<file path="src/rtl/cyx_imem_pkg.sv">
// Shared types and helpers for the host-loadable nanoMIPS instruction memory.
// The FSM states, the nop encoding and the byte-to-word address helper live here.
package cyx_imem_pkg;

    typedef enum logic [1:0] {
        INIT = 2'd0,
        RUN  = 2'd1,
        LOAD = 2'd2
    } state_t;

    localparam logic [31:0] NOP_WORD = 32'h0000_0000;

    function automatic logic [29:0] word_idx(input logic [31:0] adr);
        return 30'(adr >> 2);
    endfunction

endpackage

</file>
<file path="src/rtl/cyx_imem_array.sv">
// Single-port DEPTH x 32 storage: synchronous write, registered read.
// A write takes the port for the cycle; the read register only updates on a pure read.
module cyx_imem_array #(
    parameter int DEPTH = 64,
    parameter int AW    = $clog2(DEPTH)
) (
    input  logic          clk,
    input  logic          rst,
    input  logic          we,
    input  logic          re,
    input  logic [AW-1:0] addr,
    input  logic [31:0]   wdata,
    output logic [31:0]   rdata
);

    logic [31:0] mem [DEPTH];

    always_ff @(posedge clk) begin
        if (we) begin
            mem[addr] <= wdata;
        end
    end

    // Read register is reset so the CPU never observes X out of reset.
    always_ff @(posedge clk or posedge rst) begin
        if (rst) begin
            rdata <= '0;
        end else if (re && !we) begin
            rdata <= mem[addr];
        end
    end

endmodule

</file>
<file path="src/rtl/cyx_prog_imem.sv">
// Host-loadable instruction memory: clears itself after reset, serves 1-cycle
// registered fetches, and accepts a streamed program over a valid/ready port.
module cyx_prog_imem
    import cyx_imem_pkg::*;
#(
    parameter int          DEPTH        = 64,
    parameter logic [31:0] DEFAULT_WORD = NOP_WORD,
    parameter int          CNT_W        = $clog2(DEPTH + 1)
) (
    input  logic             clk,
    input  logic             reset,
    input  logic             fetch_req,
    input  logic [31:0]      fetch_adr,
    output logic [31:0]      fetch_data,
    output logic             fetch_valid,
    output logic             fetch_err,
    input  logic             ld_start,
    input  logic             ld_valid,
    output logic             ld_ready,
    input  logic [31:0]      ld_data,
    input  logic             ld_last,
    output logic [CNT_W-1:0] ld_count,
    output logic             busy
);

    localparam int AW = $clog2(DEPTH);
    localparam logic [AW-1:0]    LAST_IDX = AW'(DEPTH - 1);
    localparam logic [CNT_W-1:0] CNT_MAX  = CNT_W'(DEPTH);

    state_t           state;
    logic [AW-1:0]    clr_ptr;
    logic [AW-1:0]    ld_ptr;
    logic [CNT_W-1:0] ld_count_q;

    logic             vld_p1;
    logic             err_p1;
    logic             oor_p1;

    logic [29:0]      fetch_wi;
    logic [AW-1:0]    fetch_idx;
    logic             fetch_oor;
    logic             fetch_mis;
    logic             xfer;

    logic             mem_we;
    logic             mem_re;
    logic [AW-1:0]    mem_addr;
    logic [31:0]      mem_wdata;
    logic [31:0]      mem_rdata;

    assign fetch_wi  = word_idx(fetch_adr);
    assign fetch_idx = fetch_wi[AW-1:0];
    assign fetch_oor = (fetch_wi >= 30'(DEPTH));
    assign fetch_mis = |fetch_adr[1:0];

    // A restart in the same cycle as a handshake wins; the word is dropped.
    assign xfer = (state == LOAD) && ld_valid && !ld_start;

    // Storage port owner follows the state: INIT and LOAD write, RUN reads.
    always_comb begin
        mem_we    = 1'b0;
        mem_re    = 1'b0;
        mem_addr  = fetch_idx;
        mem_wdata = DEFAULT_WORD;
        case (state)
            INIT: begin
                mem_we   = 1'b1;
                mem_addr = clr_ptr;
            end
            LOAD: begin
                mem_we    = xfer;
                mem_addr  = ld_ptr;
                mem_wdata = ld_data;
            end
            RUN: begin
                mem_re = fetch_req && !fetch_oor;
            end
            default: begin
                mem_we = 1'b0;
            end
        endcase
    end

    cyx_imem_array #(
        .DEPTH (DEPTH),
        .AW    (AW)
    ) u_array (
        .clk   (clk),
        .rst   (reset),
        .we    (mem_we),
        .re    (mem_re),
        .addr  (mem_addr),
        .wdata (mem_wdata),
        .rdata (mem_rdata)
    );

    always_ff @(posedge clk or posedge reset) begin
        if (reset) begin
            state      <= INIT;
            clr_ptr    <= '0;
            ld_ptr     <= '0;
            ld_count_q <= '0;
            vld_p1     <= 1'b0;
            err_p1     <= 1'b0;
            oor_p1     <= 1'b0;
        end else begin
            vld_p1 <= 1'b0;
            case (state)
                INIT: begin
                    clr_ptr <= clr_ptr + 1'b1;
                    if (clr_ptr == LAST_IDX) begin
                        clr_ptr <= '0;
                        state   <= RUN;
                    end
                end
                RUN: begin
                    // Fetch stage p0 -> p1: result appears one edge after the request.
                    if (fetch_req) begin
                        vld_p1 <= 1'b1;
                        err_p1 <= fetch_mis | fetch_oor;
                        oor_p1 <= fetch_oor;
                    end
                    if (ld_start) begin
                        state      <= LOAD;
                        ld_ptr     <= '0;
                        ld_count_q <= '0;
                    end
                end
                LOAD: begin
                    if (ld_start) begin
                        ld_ptr     <= '0;
                        ld_count_q <= '0;
                    end else if (ld_valid) begin
                        ld_ptr <= ld_ptr + 1'b1;
                        if (ld_count_q != CNT_MAX) begin
                            ld_count_q <= ld_count_q + 1'b1;
                        end
                        if (ld_last || (ld_ptr == LAST_IDX)) begin
                            state <= RUN;
                        end
                    end
                end
                default: begin
                    state <= INIT;
                end
            endcase
        end
    end

    // The read register only moves on in-range fetches, so this mux also holds
    // the last returned word while fetch_valid is low.
    assign fetch_data  = oor_p1 ? DEFAULT_WORD : mem_rdata;
    assign fetch_valid = vld_p1;
    assign fetch_err   = err_p1;
    assign ld_ready    = (state == LOAD);
    assign ld_count    = ld_count_q;
    assign busy        = (state != RUN);

endmodule

</file>
<file path="config.mk">
export PLATFORM = sky130hd
export DESIGN_NAME = cyx_prog_imem
export DESIGN_NICKNAME = d
export VERILOG_FILES = /design/src/rtl/cyx_imem_pkg.sv /design/src/rtl/cyx_imem_array.sv /design/src/rtl/cyx_prog_imem.sv
export SDC_FILE = /design/constraint.sdc
export NUM_CORES = 2
export LEC_CHECK = 0
export BUFFER_PORTS_ARGS = -buffer_cell sky130_fd_sc_hd__buf_2
export CAP_MARGIN = 20
export CORE_MARGIN = 3
export CORE_UTILIZATION = 40
export DETAILED_ROUTE_END_ITERATION = 6
export PLACE_DENSITY = 0.61
export SYNTH_ARGS = -nofsm -noshare
export SYNTH_HDL_FRONTEND = slang
export SYNTH_SLANG_ARGS = --single-unit
</file>
<file path="constraint.sdc">
create_clock -name clk -period 4.38 [get_ports clk]
set_input_delay 0.657 -clock clk [delete_from_list [all_inputs] [get_ports clk]]
set_output_delay 0.657 -clock clk [all_outputs]
set_load 0.005 [all_outputs]
</file>
==> results.cfg <==
[yosys]
ys_types = 68
synthFlopType = edfxtp_1
synth_area_um2 = 82300
postSynthAreaPerCell_um2 = 15.9
ys_seq_elements = 2104
synth_edf_count = 2048
synthArstFlopShare_pct = 2.66
yosysSeqAreaShare_pct = 76.4
synth_nets = 5267
yosys_warnings = 0
synthCells = 5190

[clocking]
clock_sinks = 2104
cts.path.max_buffers = 3
cts_setup_buffers = 0
cts_tree = built
clkLatencyLatePin_ns = 0.84
htree_num_levels = 4
cts-buffers-inserted = 202
clk_transition_reported_paths_ns = 0.06
ctsRootBufferMaster = clkbuf_16

[die]
core_area_um2 = 203000
initial_core_util_pct = 40.5
placementRows = 165
dieArea_um2 = 211000
die_w_um = 460
die_h_um = 460
boundaryPins = 113

[cells_and_area]
final_common_cell = edfxtp_1
nets = 5641
final_area_um2 = 95900
final-seq-area_um2 = 62900
n_fill_cell = 17246
final_cell_mix = 2,048 x edfxtp_1, 898 x nand2_1, 408 x nand3_1
area_growth_pct = 16.5
multi_input_area_um2 = 18600
drive_gt1_share_pct = 18.9

[sta]
period_minus_slack_ns = 4.16
final.setup.tns_ns = 0
hold_viol = 0
maxSlewHeadroom_pct = 24.1
setup_viol_count_final = 0
finalCritPeriodShare_pct = 95.0
worstMarginPinSlew_ns = 1.14
max_clock_freq_mhz = 240
slew_viol_final = 0
finClkSkew_ns = 0.0253
rsz0062_at_grt = false

[power_and_ir_drop]
p_per_area_nw_per_um2 = 700
p_seq_share_pct = 36.3
power.switching_mw = 25.5
sw_frac_of_total_pct = 37.9
intPower_mw = 41.7
clockPowerShare_pct = 24.7
leakagePower_nw = 32.1
ir_worst_vdd_uv = 632
combPwrFrac_pct = 39.0

[drt]
routed_wl_mm = 264
ant_nets = 0
avgViaCountPerCell = 6.13
drc = 0
drt_iter0_markers = 6936
dr.pass1.iters = 6
post_drt_wl_per_cell_um = 31.4
vias = 51517

[global_route]
grt_max_degree = 81
grt_pass1_vias = 49437
antenna_found_initial = 3
grt_usage_pct = 24.6
grt_pass1_wl_mm = 372
grt-ovfl-total = 0

[worst_setup_path]
cp-start-kind = flip-flop
cp_num_buf_inv = 3
cp.required_ns = 5.15
crit_path_frequent_cell = buf_12
crit_chain = inv_1 > ha_1 > buf_12 > a22o_1 > nor2_4 > buf_12 > nand2_1 > a32oi_1 > a21oi_1 > o32ai_1 > o22a_1
arrival_ns = 4.93
ff2ff_setup_slack_ns = 0.22
crit_family = compound AO/OA/AOI/OAI gates
endpoint_kind = flip-flop
cp_slowest_cell = nor2_4
cp_max_fo = 53
critical_path_class = flip-flop to flip-flop
slowest_delay_ns = 0.83

[place]
dpl_cell_area_um2 = 89600
place_congestion = 0.903
numPortBuffers = 112
hpwl_mm = 162

[job]
cap_violations = 0

[run_status]
status = completed

[min_path]
hp-class = input port to flip-flop
[registers in the layout, indices dropped and copies added, names as in the netlist]
register,cells
ld_ptr,6
fetch_valid,1
oor_p1,1
u_array.mem,2048
u_array.rdata,32
clr_ptr,6
ld_count,7
fetch_err,1
state,2
[repair_timing]
item,4_1_cts,5_1_grt
hold buffers,1,0
endpoints found under the setup margin,0,0
gates resized for setup,0,0
endpoints found under the hold margin,26,0
[final timing paths]
kind                             startpoint                 to  depth (start not counted)
min in group asynchronous             reset  u_array.rdata[15]                          3
max reg2reg                        state[0]  u_array.rdata[27]                         11
max                                state[0]  u_array.rdata[27]                         11
max in group asynchronous             reset  u_array.rdata[17]                          4
min                            fetch_adr[1]          fetch_err                          3
min reg2reg                u_array.rdata[0]   u_array.rdata[0]                          1
[worst register-to-register path: cells and delay by family (launching register included)]
kind / cells / cell delay [ns]
DFF: 1 / 0.36
AOI/OAI and AO/OA: 5 / 1.91
adders and majority gates: 1 / 0.25
and+or+nand+nor: 2 / 0.96
buffers and inverters: 3 / 0.63
[routing by layer]
layer	track usage (%)	up-vias	wire length [um]
met3	4.81	557	25800
li1	-	21138	-
met5	0	-	0
met2	38.1	3151	121000
met4	10.8	0	13200
met1	33.9	26671	104000
[final cells by class]
cell class	count	area share, %
antenna	3	0.00783
clock buffer	260	5.65
clock inverter	106	0.794
inverter	8	0.0326
multi-input combinational	2728	19.4
sequential	2104	65.6
tap	2672	3.48
timing repair buffer	520	5.11
[synthesized netlist by cell type (all sizes together), types with 6 or more instances]
library cell	number	area share, %
edfxtp	2048	75
nand2	901	4.1
nand3	413	2.5
clkbuf	186	0.85
buf	164	1.0
mux4	161	4.4
and3	133	1.0
mux2i	121	1.5
a211oi	118	1.1
nand4	118	0.90
a31oi	112	0.85
nor2	108	0.50
a21oi	69	0.42
o21ai	67	0.41
a32oi	61	0.65
dfrtp	56	1.7
a2111oi	33	0.36
and2	33	0.25
nor2b	33	0.25
a311oi	28	0.30
a22oi	21	0.20
a22o	20	0.21
nor4	20	0.15
o2111ai	16	0.17
a41o	12	0.15
o32a	11	0.13
xor2	10	0.11
a32o	9	0.11
a211o	8	0.085
a221oi	8	0.085
inv	8	0.036
nand2b	8	0.061
nor3	8	0.049
ha	7	0.11
a2bb2oi	6	0.064
o22ai	6	0.046
o311ai	6	0.064
[power by group through the flow]
stage                     clock network [mW]  logic, mW  registers [mW]
final                                   16.6       26.2            24.4
after global routing                    17.6       27.5            24.4
after CTS                               16.8       25.9            24.4
after detailed placement                   0       25.8            24.8
after global placement                     0       25.6            24.8
after floorplan                            0       14.2            24.8
[kinds of logic after synthesis]
kind of cell / share of synthesized area (%)
AOI/OAI and AO/OA: 5.64
adders and majority gates: 0.106
DFF: 76.4
muxes: 5.89
xor gates and xnor gates: 0.138
buffers and inverters: 1.89
and+or+nand+nor: 9.94
[stage by stage]
step                      total power, mW  hold WS (ns)  instances  utilization (%)  setup slack, ns
final                                67.2         0.115       8401             47.2            0.221
after global placement               50.4         0.481       8023             44.1            0.171
after global routing                 69.5         0.107       8398             47.2            0.197
after floorplan                      39.0         0.462       5190                -            0.105
after detailed placement             50.6         0.495       8026             44.1            0.284
after CTS                            67.1        0.0572       8393             47.1            0.276
Power figures use the tool's default switching activity.
